===== config.mk =====
export PLATFORM = sky130hd
export DESIGN_NAME = can_bit_stuffer
export DESIGN_NICKNAME = d
export VERILOG_FILES = /design/src/rtl/can_pkg.sv /design/src/rtl/can_crc15.sv /design/src/rtl/can_bit_stuffer.sv
export SDC_FILE = /design/constraint.sdc
export NUM_CORES = 1
export LEC_CHECK = 0
export BUFFER_PORTS_ARGS = -buffer_cell sky130_fd_sc_hd__buf_2
export CORE_MARGIN = 1
export CORE_UTILIZATION = 47
export CTS_CLUSTER_SIZE = 28
export DETAILED_ROUTE_END_ITERATION = 7
export GPL_ROUTABILITY_DRIVEN = 0
export GPL_TIMING_DRIVEN = 0
export PLACE_DENSITY = 0.74
export SYNTH_ARGS = -nofsm -noshare
export SYNTH_HDL_FRONTEND = slang
export SYNTH_HIERARCHICAL = 1
export SYNTH_SLANG_ARGS = --single-unit

===== constraint.sdc =====
create_clock -name i_Clock -period 1.55 [get_ports i_Clock]
set_input_delay 0 -clock i_Clock [delete_from_list [all_inputs] [get_ports i_Clock]]
set_output_delay 0 -clock i_Clock [all_outputs]
set_load 0.005 [all_outputs]

===== src/rtl/can_pkg.sv =====
// Shared CAN definitions: stuffing limit, CRC-15 polynomial, Tx stuffer states and a CRC step helper.
// Used by the Tx stuffer and reusable by the Rx destuffer path.
package can_pkg;

  localparam int          CAN_STUFF_LIMIT = 5;
  localparam logic [14:0] CAN_CRC15_POLY  = 15'h4599;

  typedef enum logic [1:0] {
    IDLE  = 2'd0,
    DATA  = 2'd1,
    STUFF = 2'd2
  } stuff_state_e;

  // One serial CRC-15 step: feedback is the incoming bit XOR the register MSB.
  function automatic logic [14:0] crc15_step(input logic [14:0] crc, input logic bit_in);
    logic fb;
    fb = bit_in ^ crc[14];
    return {crc[13:0], 1'b0} ^ (fb ? CAN_CRC15_POLY : 15'h0);
  endfunction

endpackage


===== src/rtl/can_crc15.sv =====
// Serial CAN CRC-15 accumulator (poly 15'h4599, init 0); i_Clear together with i_Shift
// restarts the CRC from zero and shifts the bit in the same clock.
module can_crc15
  import can_pkg::*;
(
  input  logic        i_Clock,
  input  logic        i_Rst_n,
  input  logic        i_Clear,
  input  logic        i_Shift,
  input  logic        i_Bit,
  output logic [14:0] o_Crc
);

  always_ff @(posedge i_Clock) begin
    if (!i_Rst_n) begin
      o_Crc <= '0;
    end else if (i_Shift) begin
      o_Crc <= crc15_step(i_Clear ? 15'h0 : o_Crc, i_Bit);
    end else if (i_Clear) begin
      o_Crc <= '0;
    end
  end

endmodule


===== src/rtl/can_bit_stuffer.sv =====
// CAN Tx bit stuffer: holds each accepted bit CLKS_PER_BIT clocks and inserts a complement
// bit after 5 equal bits while stuffing is enabled. Optional CRC-15: define CAN_STUFF_CRC_EN.
module can_bit_stuffer
  import can_pkg::*;
#(
  parameter int CLKS_PER_BIT = 10
) (
  input  logic        i_Clock,
  input  logic        i_Rst_n,
  input  logic        i_Bit,
  input  logic        i_Bit_Valid,
  output logic        o_Bit_Ready,
  input  logic        i_Frame_Start,
  input  logic        i_Stuff_En,
  output logic        o_Tx_Serial,
  output logic        o_Stuff_Bit,
  output logic        o_Busy,
  output logic        o_Underrun,
  output logic [14:0] o_Crc
);

  localparam int          TW     = (CLKS_PER_BIT > 1) ? $clog2(CLKS_PER_BIT) : 1;
  localparam logic [TW-1:0] T_LAST = TW'(CLKS_PER_BIT - 1);
  localparam logic [TW-1:0] T_PRE  = TW'(CLKS_PER_BIT - 2);
  localparam logic [2:0]  RUN_MAX = 3'(CAN_STUFF_LIMIT);

  stuff_state_e  state;
  logic [TW-1:0] timer;
  logic [2:0]    run;
  logic          last_bit;
  logic          stuff_en_q;

  logic          accept;
  logic          timer_last;
  logic          stuff_due;
  logic [2:0]    run_acc;

  assign accept     = i_Bit_Valid & o_Bit_Ready;
  assign timer_last = (timer == T_LAST);
  // stuff_en_q is the enable captured with the bit that completed the run.
  assign stuff_due  = (run == RUN_MAX) & stuff_en_q;

  // Run length after accepting i_Bit; saturates so a disabled stretch never wraps.
  always_comb begin
    // NOTE: default assigned first so every path drives run_acc and no latch is inferred.
    run_acc = 3'd1;
    if (!i_Frame_Start && (i_Bit == last_bit)) begin
      run_acc = (run == RUN_MAX) ? run : run + 3'd1;
    end
  end

  // NOTE: all state below uses non-blocking assignments so every register samples pre-edge values.
  always_ff @(posedge i_Clock) begin
    if (!i_Rst_n) begin
      // NOTE: reset is synchronous; a reset mid-bit drops the bit and any pending stuff.
      state       <= IDLE;
      timer       <= '0;
      run         <= 3'd0;
      last_bit    <= 1'b1;
      stuff_en_q  <= 1'b0;
      o_Tx_Serial <= 1'b1;
      o_Bit_Ready <= 1'b1;
      o_Stuff_Bit <= 1'b0;
      o_Busy      <= 1'b0;
      o_Underrun  <= 1'b0;
    end else begin
      o_Underrun <= 1'b0;
      case (state)
        IDLE: begin
          if (accept) begin
            state       <= DATA;
            timer       <= '0;
            run         <= run_acc;
            last_bit    <= i_Bit;
            stuff_en_q  <= i_Stuff_En;
            o_Tx_Serial <= i_Bit;
            o_Stuff_Bit <= 1'b0;
            o_Busy      <= 1'b1;
            o_Bit_Ready <= 1'b0;
          end
        end

        DATA, STUFF: begin
          if (!timer_last) begin
            timer       <= timer + 1'b1;
            // Ready opens for the final clock of the bit unless a stuff bit must follow.
            o_Bit_Ready <= (timer == T_PRE) && !((state == DATA) && stuff_due);
          end else if ((state == DATA) && stuff_due) begin
            state       <= STUFF;
            timer       <= '0;
            run         <= 3'd1;
            last_bit    <= ~last_bit;
            o_Tx_Serial <= ~last_bit;
            o_Stuff_Bit <= 1'b1;
            o_Bit_Ready <= 1'b0;
          end else if (accept) begin
            state       <= DATA;
            timer       <= '0;
            run         <= run_acc;
            last_bit    <= i_Bit;
            stuff_en_q  <= i_Stuff_En;
            o_Tx_Serial <= i_Bit;
            o_Stuff_Bit <= 1'b0;
            o_Bit_Ready <= 1'b0;
          end else begin
            state       <= IDLE;
            timer       <= '0;
            o_Tx_Serial <= 1'b1;
            o_Stuff_Bit <= 1'b0;
            o_Busy      <= 1'b0;
            o_Bit_Ready <= 1'b1;
            // A gap inside the stuffed region is an underrun; EOF/IFS gaps are silent.
            if (stuff_en_q) begin
              o_Underrun <= 1'b1;
              run        <= 3'd0;
            end
          end
        end

        default: begin
          state       <= IDLE;
          timer       <= '0;
          o_Tx_Serial <= 1'b1;
          o_Stuff_Bit <= 1'b0;
          o_Busy      <= 1'b0;
          o_Bit_Ready <= 1'b1;
        end
      endcase
    end
  end

`ifdef CAN_STUFF_CRC_EN
  can_crc15 u_crc15 (
    .i_Clock (i_Clock),
    .i_Rst_n (i_Rst_n),
    .i_Clear (accept & i_Frame_Start),
    .i_Shift (accept & i_Stuff_En),
    .i_Bit   (i_Bit),
    .o_Crc   (o_Crc)
  );
`else
  assign o_Crc = 15'h0;
`endif

endmodule

# After elaboration in Yosys (flattened, before gate mapping)
# Index checks and enable logic that the tools add are counted.
# word_totals
register_bits,16
input_bits,6
# op_classes
addsub,2
n_eq_ne,11
reduce_logical,14
bitwise,6
mux,43
# ops
op,count
$mux W1,22
$mux W3,7
$pmux W1 S2,6
$eq A4 B4 Y1 const B,2
$mux W4,2
$ne A2 B2 Y1 const B,4
$pmux W4 S2,1
$reduce_and A4 Y1,2
$mux W2,3
$pmux W3 S2,1
$reduce_or A5 Y1,1
$add A4 B1 Y4 const B,1
$ne A4 B4 Y1 const B,1
$not A1 Y1,4
$pmux W2 S2,1
$reduce_and A2 Y1,2
$add A3 B1 Y3 const B,1
$eq A3 B3 Y1 const B,1
$logic_and A1 B1 Y1,3
$reduce_and A3 Y1,1
$and A1 B1 Y1,2
$eq A2 B1 Y1 const B,1
$eq A2 B2 Y1 const B,1
$logic_not A1 Y1,2
other kinds (4),4

# Logic depth before layout (Yosys ltp)
# logic_depth
depth_word,7
ltp_mapped,7

# Worst setup path before layout
# Ideal clock, no wire load.
# synth_path
path_kind,register -> register
startpoint,register o_Stuff_Bit (netlist name)
endpoint,register stuff_en_q
setup_ns,0.070
path_buffers,1
period_less_slack_ns,1.674
path_stages_with_launch,8
path_slack_ns,-0.124
arrival_ns,1.604
path_cell_list,dfxtp_1 inv_1 ha_1 buf_6 inv_1 nor2_1 or4_1 a21oi_1
# synth_rtl
item,line,rtl
end signal: assignment,can_bit_stuffer.sv:75,stuff_en_q <= i_Stuff_En;
end signal: assignment,can_bit_stuffer.sv:101,stuff_en_q <= i_Stuff_En;
end: declaration,can_bit_stuffer.sv:31,logic stuff_en_q;

==> flow_summary.toml <==
[placed_design]
numPortBuffers = 9
dpl.cell_count = 180
postPlaceCellArea_um2 = 1210
dp_hpwl_mm = 1.61

[global_routing]
grt.total_usage = 0.195
antenna_found_initial = 0
grt_overflow = 0
grt_pass1_wl_mm = 3.73
grt_max_degree = 11
grt_pass1_vias = 877

[sta]
clock_skew_ns = 0.00401
maxSlewViolCount = 0
setup_viol = 0
post-route-min-period_ns = 1.51
grt_setup_unrepaired = "yes"
hold_violations = 0
fin_crit_sh = 0.974
fmax_ghz = 0.663

[detailed_routing]
viasPerCell = 5.31
drtIter0Drc = 41
post-route-drc-count = 0
wl_per_cell_um = 12.5
ant_nets = 0
wl_mm = 2.34
num_vias = 998
firstDrtPassIters = 4

[hold_path]
hold_depth = 4
hold_class = "input port to register"

[worst_setup_path]
arrival_ns = 1.74
path_max_fanout = 8
start_kind = "register"
end_kind = "register"
crit_required_ns = 1.78
cpMaxStageDelayCell = "or4_1"
worstSetupPathType = "register to register"
crit_chain = "inv_2 -> ha_4 -> inv_4 -> nor2_2 -> or4_1 -> a21oi_2"
rr_worst_depth = 6
max_stage_delay_ns = 0.48

[die]
start_util = 0.522
dieHeight_um = 49.6
dieWidth_um = 49.6
rows = 16
core_um2 = 2040
die_area_um2 = 2460
ioPinCount = 26

[clock_tree]
htreeDepth = 1
cts.hold.buffers_added = 0
clockBufferDepth = 2
worst_skew_pair.late_latency_ns = 0.29
root_buffer = "clkbuf_4"
tritoncts = "built"
clk_pin_slew_worst_paths_ns = 0.09
cts-buffers-inserted = 3
cts.sinks = 15

[job]
drv_cap = 0

[power_and_ir_drop]
p_leak_nw = 0.582
power.density_nw_per_um2 = 746
finalPower_w = 0.000997
ir_drop_mv = 0.510

[finish]
post_route_cells_drive_above_1_share = 0.360
area_growth_pct = 25.4
insertedDiodeCount = 0
fin_area_um2 = 1340
final_nets = 176
final_cell_count_no_fill = 188

[synthesis]
netlist_area_um2 = 1070
ys_types = 44
synth.ff_latch_count = 15
synth_cells = 130
synthArstFlopShare = 0
synth_area_per_cell_um2 = 8.20
synth_ff_type = "dfxtp_1"
synth_enable_flop_cells = 0
ys_seq_area_frac = 0.282
synth_warnings = 6

[run_status]
status = "finished, final reports clean"
-- routing by layer --
layer / vias up / track usage / wire [um]
met1: 459 / 0.231 / 1070
met2: 38 / 0.329 / 1120
met5: - / 0 / 0
met4: 0 / 0.114 / 52
li1: 494 / - / -
met3: 7 / 0.0309 / 100
-- cell type report --
class	count	area, um^2
multi-input cells	103	727
fillers	197	706
flip-flops and latches	15	310
plain buffers	16	116
repair buffers	15	90.1
well taps	27	33.8
inverters	8	32.5
clock buffers	4	26.3
-- power by group --
group          internal, W  total, W  switching [W]  leakage, nW
clock network     0.000100  0.000225       0.000125       0.0150
registers         0.000414  0.000449      0.0000353        0.125
logic             0.000157  0.000323       0.000166        0.442
-- cells in the final DEF, fill, tap and decap left out, types with 3 or more instances in the layout --
master    count
nor2_1        9
conb_1       15
a31oi_1       4
nand2_1       8
buf_2         9
o21ai_0       4
nand3_1       3
inv_1         5
clkbuf_4      3
nand3b_1      3
a21oi_1       5
buf_4        21
dfxtp_1      11
nand4_1       4
xor2_1        3
ha_1          4
-- sequential cells by signal, summed over array words and instances, names as in the netlist --
name         count
run              3
last_bit         1
o_Underrun       1
state            1
o_Tx_Serial      1
o_Stuff_Bit      1
o_Bit_Ready      1
stuff_en_q       1
timer            4
o_Busy           1
-- path summary, 6_finish.rpt --
kind,from,slack (ns),endpoint
max,o_Stuff_Bit,0.04,stuff_en_q
min,i_Stuff_En,0.05,stuff_en_q
max reg2reg,o_Stuff_Bit,0.04,stuff_en_q
min reg2reg,o_Tx_Serial,0.49,o_Tx_Serial
-- critical path: cells and delay by family, from the launching register on --
kind | cells | cell delay (ns)
and+or+nand+nor | 2 | 0.54
adders and majority gates | 1 | 0.28
DFF | 1 | 0.37
AOI/OAI and AO/OA | 1 | 0.12
buffers and inverters | 2 | 0.14
-- repair_timing --
| action | 4_1_cts | 5_1_grt |
|---|---|---|
| endpoints found under the setup margin | 10 | 8 |
| hold endpoints to repair | 0 | 0 |
| pin swaps | 1 | 3 |
| resized for setup | 9 | 11 |
| buffers inserted | 3 | 3 |
-- Yosys cell counts, drive strengths merged (2+ instances only) --
| master | n | area share |
|---|---|---|
| a21oi | 7 | 0.036 |
| a311oi | 2 | 0.016 |
| a31oi | 4 | 0.023 |
| a32oi | 2 | 0.016 |
| and3b | 2 | 0.018 |
| buf | 17 | 0.12 |
| dfxtp | 15 | 0.28 |
| ha | 8 | 0.094 |
| inv | 8 | 0.028 |
| mux2i | 2 | 0.022 |
| nand2 | 10 | 0.038 |
| nand3 | 3 | 0.014 |
| nand3b | 3 | 0.021 |
| nand4 | 4 | 0.023 |
| nor2 | 10 | 0.035 |
| nor2b | 2 | 0.012 |
| nor3 | 2 | 0.0094 |
| o21ai | 8 | 0.038 |
| xor2 | 3 | 0.025 |
-- per-stage QoR --
stage | setup slack, ns | hold WS [ns] | util | setup TNS [ns]
4_1_cts | 0.000487 | 0.0503 | 0.631 | 0
5_1_grt | -0.00331 | 0.0416 | 0.654 | -0.00331
2_1_floorplan | 0.0367 | 0.216 | - | 0
6_report | 0.0407 | 0.0466 | 0.654 | 0
3_3_place_gp | -0.0974 | 0.336 | 0.595 | -0.240
3_5_place_dp | -0.164 | 0.358 | 0.595 | -0.757
-- logic make-up after synthesis --
logic type	share of synthesized area
flops	0.282
simple gates	0.210
compound gates	0.203
mux	0.0223
other cells	0.00352
xor+xnor	0.0329
buf+inv	0.153
fa+ha+maj	0.0939
Note: power is estimated with default switching activity, not from simulation.
